File: config.mk
export PLATFORM = sky130hd
export DESIGN_NAME = sad_min_finder
export DESIGN_NICKNAME = d
export VERILOG_FILES = /design/src/rtl/sad_pkg.sv /design/src/rtl/sad_min_finder_min_tracker.sv /design/src/rtl/sad_min_finder.sv
export SDC_FILE = /design/constraint.sdc
export NUM_CORES = 1
export LEC_CHECK = 0
export BUFFER_PORTS_ARGS = -buffer_cell sky130_fd_sc_hd__clkbuf_2
export CORE_ASPECT_RATIO = 1.25
export CORE_MARGIN = 1.5
export CORE_UTILIZATION = 40
export DETAILED_ROUTE_END_ITERATION = 16
export HOLD_SLACK_MARGIN = 0.1
export PLACE_DENSITY = 0.61
export SYNTH_ARGS = -nofsm -noshare
export SYNTH_HDL_FRONTEND = slang
export SYNTH_HIERARCHICAL = 1
export SYNTH_SLANG_ARGS = --single-unit
File: constraint.sdc
create_clock -name Clk -period 2.71 [get_ports Clk]
set_input_delay 0.1355 -clock Clk [delete_from_list [all_inputs] [get_ports Clk]]
set_output_delay 0.1355 -clock Clk [all_outputs]
set_load 0.01 [all_outputs]
File: src/rtl/sad_pkg.sv
// Shared SAD-engine sizing and the minimum-finder state encoding.
// Both the SAD engine and the minimum finder import this package.
package sad_pkg;
    localparam int CA_WIDTH = 7;
    localparam int R_WIDTH  = 32;
    localparam int ENTRIES  = 128;

    typedef enum logic [2:0] {
        IDLE = 3'd0,
        REQ  = 3'd1,
        WAIT = 3'd2,
        CMP  = 3'd3,
        FIN  = 3'd4
    } state_t;
endpackage

File: src/rtl/sad_min_finder_min_tracker.sv
// Running minimum of a stream of values, remembering where it was first seen.
// A strict less-than compare means ties keep the earliest index.
module min_tracker #(
    parameter int CA_WIDTH = sad_pkg::CA_WIDTH,
    parameter int R_WIDTH  = sad_pkg::R_WIDTH
) (
    input  logic                Clk,
    input  logic                Rst,
    input  logic                clr,
    input  logic                en,
    input  logic [R_WIDTH-1:0]  val,
    input  logic [CA_WIDTH-1:0] idx,
    output logic [R_WIDTH-1:0]  best,
    output logic [CA_WIDTH-1:0] best_idx
);
    always_ff @(posedge Clk) begin
        if (Rst) begin
            best     <= '0;
            best_idx <= '0;
        end else if (clr) begin
            best     <= '1;
            best_idx <= '0;
        end else if (en && (val < best)) begin
            best     <= val;
            best_idx <= idx;
        end
    end
endmodule

File: src/rtl/sad_min_finder.sv
// Scans the SAD result memory once per Start and reports the smallest value
// and its address. Each entry costs REQ/WAIT/CMP = 3 cycles.
module sad_min_finder #(
    parameter int CA_WIDTH = sad_pkg::CA_WIDTH,
    parameter int R_WIDTH  = sad_pkg::R_WIDTH,
    parameter int ENTRIES  = sad_pkg::ENTRIES
) (
    input  logic                Clk,
    input  logic                Rst,
    input  logic                Start,
    output logic [CA_WIDTH-1:0] C_Addr,
    output logic                C_RW,
    output logic                C_En,
    input  logic [R_WIDTH-1:0]  C_Data,
    output logic                Busy,
    output logic [R_WIDTH-1:0]  Min_Val,
    output logic [CA_WIDTH-1:0] Min_Idx,
    output logic                Done
);
    import sad_pkg::*;

    state_t state, state_n;

    // One extra bit so the counter cannot wrap back to 0 unnoticed.
    logic [CA_WIDTH:0]   idx;
    logic                last, start_ok;
    logic [R_WIDTH-1:0]  best;
    logic [CA_WIDTH-1:0] best_idx;

    assign last     = (idx == (CA_WIDTH+1)'(ENTRIES-1));
    // A Start coinciding with the Done pulse belongs to the finished run.
    assign start_ok = Start && !Done;
    assign Busy     = (state != IDLE);
    assign C_RW     = 1'b0;

    always_ff @(posedge Clk) begin
        if (Rst) state <= IDLE;
        else     state <= state_n;
    end

    always_comb begin
        state_n = state;
        case (state)
            IDLE:    if (start_ok) state_n = REQ;
            REQ:     state_n = WAIT;
            WAIT:    state_n = CMP;
            CMP:     state_n = last ? FIN : REQ;
            FIN:     state_n = IDLE;
            default: state_n = IDLE;
        endcase
    end

    always_ff @(posedge Clk) begin
        if (Rst) begin
            idx     <= '0;
            C_En    <= 1'b0;
            C_Addr  <= '0;
            Done    <= 1'b0;
            Min_Val <= '0;
            Min_Idx <= '0;
        end else begin
            C_En   <= (state == REQ);
            C_Addr <= (state == REQ) ? idx[CA_WIDTH-1:0] : '0;
            Done   <= (state == FIN);
            if (state == IDLE && start_ok) idx <= '0;
            else if (state == CMP && !last) idx <= idx + 1'b1;
            if (state == FIN) begin
                Min_Val <= best;
                Min_Idx <= best_idx;
            end
        end
    end

    min_tracker #(.CA_WIDTH(CA_WIDTH), .R_WIDTH(R_WIDTH)) u_trk (
        .Clk      (Clk),
        .Rst      (Rst),
        .clr      (state == IDLE && start_ok),
        .en       (state == CMP),
        .val      (C_Data),
        .idx      (idx[CA_WIDTH-1:0]),
        .best     (best),
        .best_idx (best_idx)
    );
endmodule

==> reports/qor.csv, run 1 <==
metric,value,unit
Flop pwr share,0.472,
drt pass-1 iters,4,
setup TNS,0,ns
clock buffer depth,2,
core area,11190,sq um
CP endpoint kind,flip-flop,
Gate power share,0.146,
CTS buffer count,9,
Peak VDD IR,312.4,uV
Die Wd,99.08,um
Starting Density,0.4125,
most frequent cells in the layout,"98 x dfxtp_1, 83 x clkbuf_2, 49 x mux2i_1",
RSZ-0062 raised after global routing,no,
Final setup viols,0,
CP most frequent cell,a21oi_1,
Detail Route Antenna Nets,0,
Avg Synthesized Cell Area,9.122,sq um
dominant synthesized flop cell,dfxtp_1,
Worst Hold Class,in -> reg,
max-slew violation count,0,
global-route wire length before repair,17550,um
Routed WL per cell,15.19,um
startpoint types,flip-flop,
Switching Fraction,0.2652,
die area,12200,sq um
synth warn,6,
Seq cells post-synth,98,
Synth Instances,506,
layout cell share with drive strength beyond 1,0.2096,
drt initial violations,198,
Final Critical Period,2.467,ns
Lkg Pwr,2.222,nW
Max Clock Freq,405.3,MHz
"leading cell type in the layout, fill and taps excluded",dfxtp_1,
maxcap violations,0,
Adder-Cell Fraction of Synth Area,0.08674,
Crit path required time,2.98,ns
Post-Syn Area,4616,sq um
Clock Latency Late Sink,0.34,ns
simple-gate share of the synthesized area,0.1239,
port bufs,83,
io pins,85,
Mapped Nets,573,
clk sinks,98,
GRT Total Usage,0.1821,
RePlAce Congestion,0.8187,
async set-reset flop share out of synthesis,0,
Routed WL,10890,um
Final period util,0.9104,
post-synthesis sequential area ratio,0.4250,
CTS tree,built,
n_diodes,0,
Slew @ Worst Pin,0.6772,ns
number of flops mapped to enable cells by yosys,0,
CP arrival,2.74,ns
DR vias,3891,
Via density,5.427,
largest family of logic cells by synthesized area,compound AO/OA/AOI/OAI gates,
Final #Nets,644,
Clock Pin Slew Worst Setup and Hold Paths,0.07,ns
Synth-to-Final Area Change,16.73,%
Fin Hold WS,0.1199,ns
P_int,2.449,mW
vias in the first global route,3681,
area post-placement,5085,sq um
pin count of the biggest net entering global routing,41,
GR Overflow Total,0,
Crit Path Category,reg -> reg,
CTS Root Cell,clkbuf_16,
Post CTS Setup Buffer Count,0,
CP Max Fanout,20,
DRC Markers,0,
Slew HR,0.5486,
fill cell count,1101,
Synth cell types,49,
post-synthesis mux area share,0.1063,
post-detail-place hpwl,7674,um
clk_skew,0.003804,ns
Pwr Density,618.6,nW/um^2
Clk network pwr share,0.382,
Final Cell Area,5388,sq um
initial antenna violation count,0,
Cell Rows,43,
sw power,0.8839,mW
"Slowest-stage cell, CP",dfxtp_1,
Post-Synth XOR/XNOR Area,0.001898,
Max H-tree Level,3,
"Critical Path, Cell by Cell",inv_1 -> ha_1 -> a21oi_1 -> o21ai_0 -> a22o_1 -> nor4b_1 -> nor2b_2 -> buf_4 -> a31oi_1 -> a21oi_1,
outcome,"complete, no violations",
"Hold Vio Cnt, Final",0,
DIE HEIGHT,123.1,um
Compound-Gate Fraction of Synth Area,0.1808,
critical path's largest stage delay,0.36,ns
Worst R2R Setup Slack,0.24,ns
[path summary, 6_finish.rpt]
kind / depth (start not counted) / end / from
max reg2reg: 10 / u_trk/best[10]$_SDFFE_PP0P_ / u_trk/best[23]$_SDFFE_PP0P_
min: 3 / u_trk/best[18]$_SDFFE_PP0P_ / C_Data[18]
min reg2reg: 2 / u_trk/best_idx[6]$_SDFFE_PP0P_ / u_trk/best_idx[6]$_SDFFE_PP0P_
max: 10 / u_trk/best[10]$_SDFFE_PP0P_ / u_trk/best[23]$_SDFFE_PP0P_
[cell families (layout without fill, tap and decap cells)]
family          after synthesis  after routing
compound gates              142            142
xor+xnor                      1              1
fa+ha+maj                    32             32
buf+inv                      68            144
flops                        98             98
mux                          49             49
other cells                   1              1
simple gates                115            115
[Yosys cell counts (2+ instances only)]
cell type / instances / area [sq um]
o21ai_1: 17 / 85.08
ha_1: 32 / 400.4
o21ai_0: 24 / 120.1
nor2b_1: 6 / 37.54
mux2i_1: 49 / 490.5
buf_6: 6 / 67.56
and4_1: 2 / 17.52
buf_2: 5 / 25.02
a21o_1: 3 / 22.52
nor2_1: 48 / 180.2
nand2_1: 21 / 78.83
nand4_1: 6 / 37.54
dfxtp_1: 98 / 1962
nor3_1: 5 / 25.02
clkbuf_1: 14 / 52.55
buf_4: 9 / 67.56
a21oi_1: 48 / 240.2
and2_1: 8 / 50.05
inv_1: 32 / 120.1
a31oi_1: 34 / 212.7
nand2_2: 2 / 12.51
nand2b_1: 2 / 12.51
nand3_1: 6 / 30.03
a211oi_1: 4 / 30.03
[layout make-up]
type / instances / area [sq um] / share of cell area
inverter: 33 / 123.9 / 0.02299
clock buffer: 11 / 242.7 / 0.04505
multi-input combinational: 340 / 2331 / 0.4327
timing repair buffer: 95 / 505.5 / 0.09382
sequential: 98 / 1962 / 0.3641
clock inverter: 5 / 53.80 / 0.009986
tap: 135 / 168.9 / 0.03135
[routing by layer]
metal,part of all wire,track usage
met5,0,0
met4,0.028,0.09859
met2,0.50,0.3181
met3,0.038,0.02318
met1,0.43,0.2187
[metrics by stage]
stage          setup slack, ns  utilization  total power [mW]  instances
2_1_floorplan           0.6055            -             1.943        506
3_3_place_gp            0.2325       0.4544             2.068        701
3_5_place_dp            0.1391       0.4544             2.087        701
4_1_cts                 0.1231       0.4809             3.375        717
5_1_grt                0.08351       0.4814             3.492        717
6_report                0.2428       0.4814             3.333        717
[state kept, by name, indices dropped and copies added (netlist names)]
name / cells
C_Addr: 7
C_En: 1
Done: 1
Min_Idx: 7
Min_Val: 32
idx: 8
state: 3
u_trk/best: 32
u_trk/best_idx: 7
[critical path, delay by kind of cell, from the launching register on]
family | cells | cell delay, ns
buffers and inverters | 2 | 0.33
and+or+nand+nor | 2 | 0.59
adders and majority gates | 1 | 0.32
AOI/OAI and AO/OA | 5 | 0.78
DFF | 1 | 0.36
[power by group through the flow]
stage | sequential, mW | clock, mW | combinational, mW
after floorplan | 1.58 | 0 | 0.365
after global placement | 1.60 | 0 | 0.465
after detailed placement | 1.61 | 0 | 0.480
after CTS | 1.57 | 1.32 | 0.483
after global routing | 1.58 | 1.36 | 0.548
final | 1.57 | 1.27 | 0.486
[repair_timing]
item,CTS,global route
gates resized for setup,0,1
setup endpoints to repair,0,13
hold buffers,0,0
Power figures use the tool's default switching activity.
==> run 2: changes to the inputs <==
Settings changed: HOLD_SLACK_MARGIN 0.1 to 0.03, SYNTH_HIERARCHICAL 1 to not set.
==> run 2 against run 1 <==
Design area fell by 2.1%. Maximum frequency rose by 0.29%. Sequential power about the same. Cell count rose by 3.8%. Wire length is essentially flat. Worst hold slack worse by 0.022 ns. Largest power group unchanged. Highest routed layer unchanged.
==> reports/qor.csv, run 2 <==
metric,value,unit
Routed WL,10880,um
placed cells,728,
Clock Latency Late Sink,0.33,ns
"leading cell type in the layout, fill and taps excluded",dfxtp_1,
async set-reset flop share out of synthesis,0,
DR vias,3970,
top post-synthesis cells by count,"98 x dfxtp_1, 97 x nand2_1, 86 x a21oi_1",
DRC Markers,0,
# hold bufs at CTS,0,
"count leader, synth",dfxtp_1,
CP endpoint kind,flip-flop,
Mapped Nets,607,
post-layout util,0.4921,
Synth area leader,dfxtp_1,
port bufs,83,
core area,10720,sq um
CTS tree,built,
GR Overflow Total,0,
area post-placement,4965,sq um
max-slew violation count,0,
Detail Route Antenna Nets,0,
vias in the first global route,3903,
DIE HEIGHT,121,um
Avg Synthesized Cell Area,8.251,sq um
largest cells by area after synthesis,"dfxtp_1 44%, a21oi_1 9.7%, ha_1 9.0%, nand2_1 8.2%, a31oi_1 4.6%",
Seq cells post-synth,98,
CTS Root Cell,clkbuf_16,
Tot Pwr,3.325,mW
Final period util,0.9078,
Final Cell Area,5275,sq um
layout cell share with drive strength beyond 1,0.2042,
Crit Path Category,reg -> reg,
Synth Instances,540,
Slew HR,0.2777,
Synth-to-Final Area Change,18.39,%
drt initial violations,258,
number of flops mapped to enable cells by yosys,0,
outcome,"complete, no violations",
RSZ-0062 raised after global routing,no,
Final Instance Count excl. Fillers,744,
RePlAce Congestion,0.8411,
Lkg Pwr,2.133,nW
Final setup viols,0,
post-synthesis sequential area ratio,0.4403,
Starting Density,0.4156,
CP Max Fanout,26,
quantity of gates resized following cts,0,
"Hold Vio Cnt, Final",0,
Max H-tree Level,3,
Post CTS Setup Buffer Count,0,
clk_skew,0.003754,ns
share of Yosys cell area claimed by the top area cell type,0.4403,
Pwr Density,630.4,nW/um^2
Slew @ Worst Pin,1.068,ns
CP arrival,2.64,ns
Routed WL per cell,14.63,um
GRT Total Usage,0.1904,
maxcap violations,0,
initial antenna violation count,0,
global-route wire length before repair,18390,um
Final #Nets,674,
Largest regs,"Min_Val (32), u_trk.best (32), idx (8)",
n_diodes,0,
post-detail-place hpwl,7624,um
Max Clock Freq,406.5,MHz
setup TNS,0,ns
CTS buffer count,9,
pin count of the biggest net entering global routing,78,
Cell Rows,42,
Worst Hold Class,in -> reg,
die area,11790,sq um
Worst R2R Setup Slack,0.25,ns
clock buffer depth,2,
startpoint types,flip-flop,
io pins,85,
drt pass-1 iters,4,
Die Wd,97.40,um
clk sinks,98,
dominant synthesized flop cell,dfxtp_1,
Post-Syn Area,4456,sq um
Final Critical Period,2.460,ns
Clock Pin Slew Worst Setup and Hold Paths,0.06,ns
synth warn,0,
Peak VDD IR,350.5,uV
Synth cell types,41,
Crit path required time,2.89,ns
Via density,5.336,
fill cell count,1091,
most frequent cells in the layout,"98 x dfxtp_1, 97 x nand2_1, 85 x a21oi_1",
-- run 2: changes by cell type in the layout (fill, tap and decap cells not counted), sizes merged, moves of 6 or more --
cell and delta:
nand4 +9, mux2i -48, o211ai +7, nor2b -6
a21oi +38, nor2 -30, nand2 +74
-- run 2: power breakdown --
part	switching (mW)	total (mW)	internal (mW)
clock network	0.519	1.28	0.766
logic	0.278	0.472	0.194
registers	0.0562	1.57	1.51
-- run 2: logic make-up after synthesis --
family / after synthesis / synth area share
adders and majority gates: 32 / 0.08986
AOI/OAI and AO/OA: 175 / 0.2292
xor gates and xnor gates: 5 / 0.009830
buffers and inverters: 71 / 0.06908
and+or+nand+nor: 157 / 0.1587
other: 1 / 0.0008417
DFF: 98 / 0.4403
muxes: 1 / 0.002247
-- run 2: path summary, 6_finish.rpt --
path	startpoint	to	cells past startpoint
worst max-delay path	u_trk.best[31]$_SDFFE_PP0P_	u_trk.best[5]$_SDFFE_PP0P_	10
worst min-delay path	Rst	C_En$_SDFF_PP0_	2
worst max register to register	u_trk.best[31]$_SDFFE_PP0P_	u_trk.best[5]$_SDFFE_PP0P_	10
worst min register to register	Min_Val[20]$_SDFFE_PP0P_	Min_Val[20]$_SDFFE_PP0P_	2
-- run 2: layout make-up --
cell class | count | area (sq um) | share of cell area
multi-input cells | 371 | 2205 | 0.4179
flip-flops and latches | 98 | 1962 | 0.3719
repair buffers | 95 | 518.0 | 0.09820
clock buffers | 12 | 256.5 | 0.04862
well taps | 132 | 165.2 | 0.03131
inverters | 32 | 120.1 | 0.02277
clock inverters | 4 | 48.80 | 0.009250
-- run 2: per-layer routing --
| metal | wire [um] | up-vias | track usage |
|---|---|---|---|
| met3 | 499 | 10 | 0.02880 |
| met1 | 4790 | 1832 | 0.2348 |
| met5 | 0 | - | 0 |
| met2 | 5431 | 115 | 0.3338 |
| met4 | 161 | 0 | 0.07411 |
| li1 | - | 2013 | - |
-- run 2: stage by stage --
| step | hold WS [ns] | setup slack, ns |
|---|---|---|
| after global routing | 0.09689 | 0.06251 |
| after global placement | 0.4456 | 0.2545 |
| after CTS | 0.07889 | 0.2008 |
| after detailed placement | 0.4385 | 0.2155 |
| final | 0.09743 | 0.2499 |
| after floorplan | 0.2636 | 0.5424 |
-- run 2: critical path, stage by stage (launching register included) --
cell and delay [ns]:
dfxtp_1 0.35, inv_1 0.05, ha_1 0.30, nand4_1 0.23
nor2_1 0.09, a221o_1 0.37, nor3_2 0.18, a21bo_2 0.27
buf_12 0.17, o21ai_0 0.20, a21oi_1 0.10
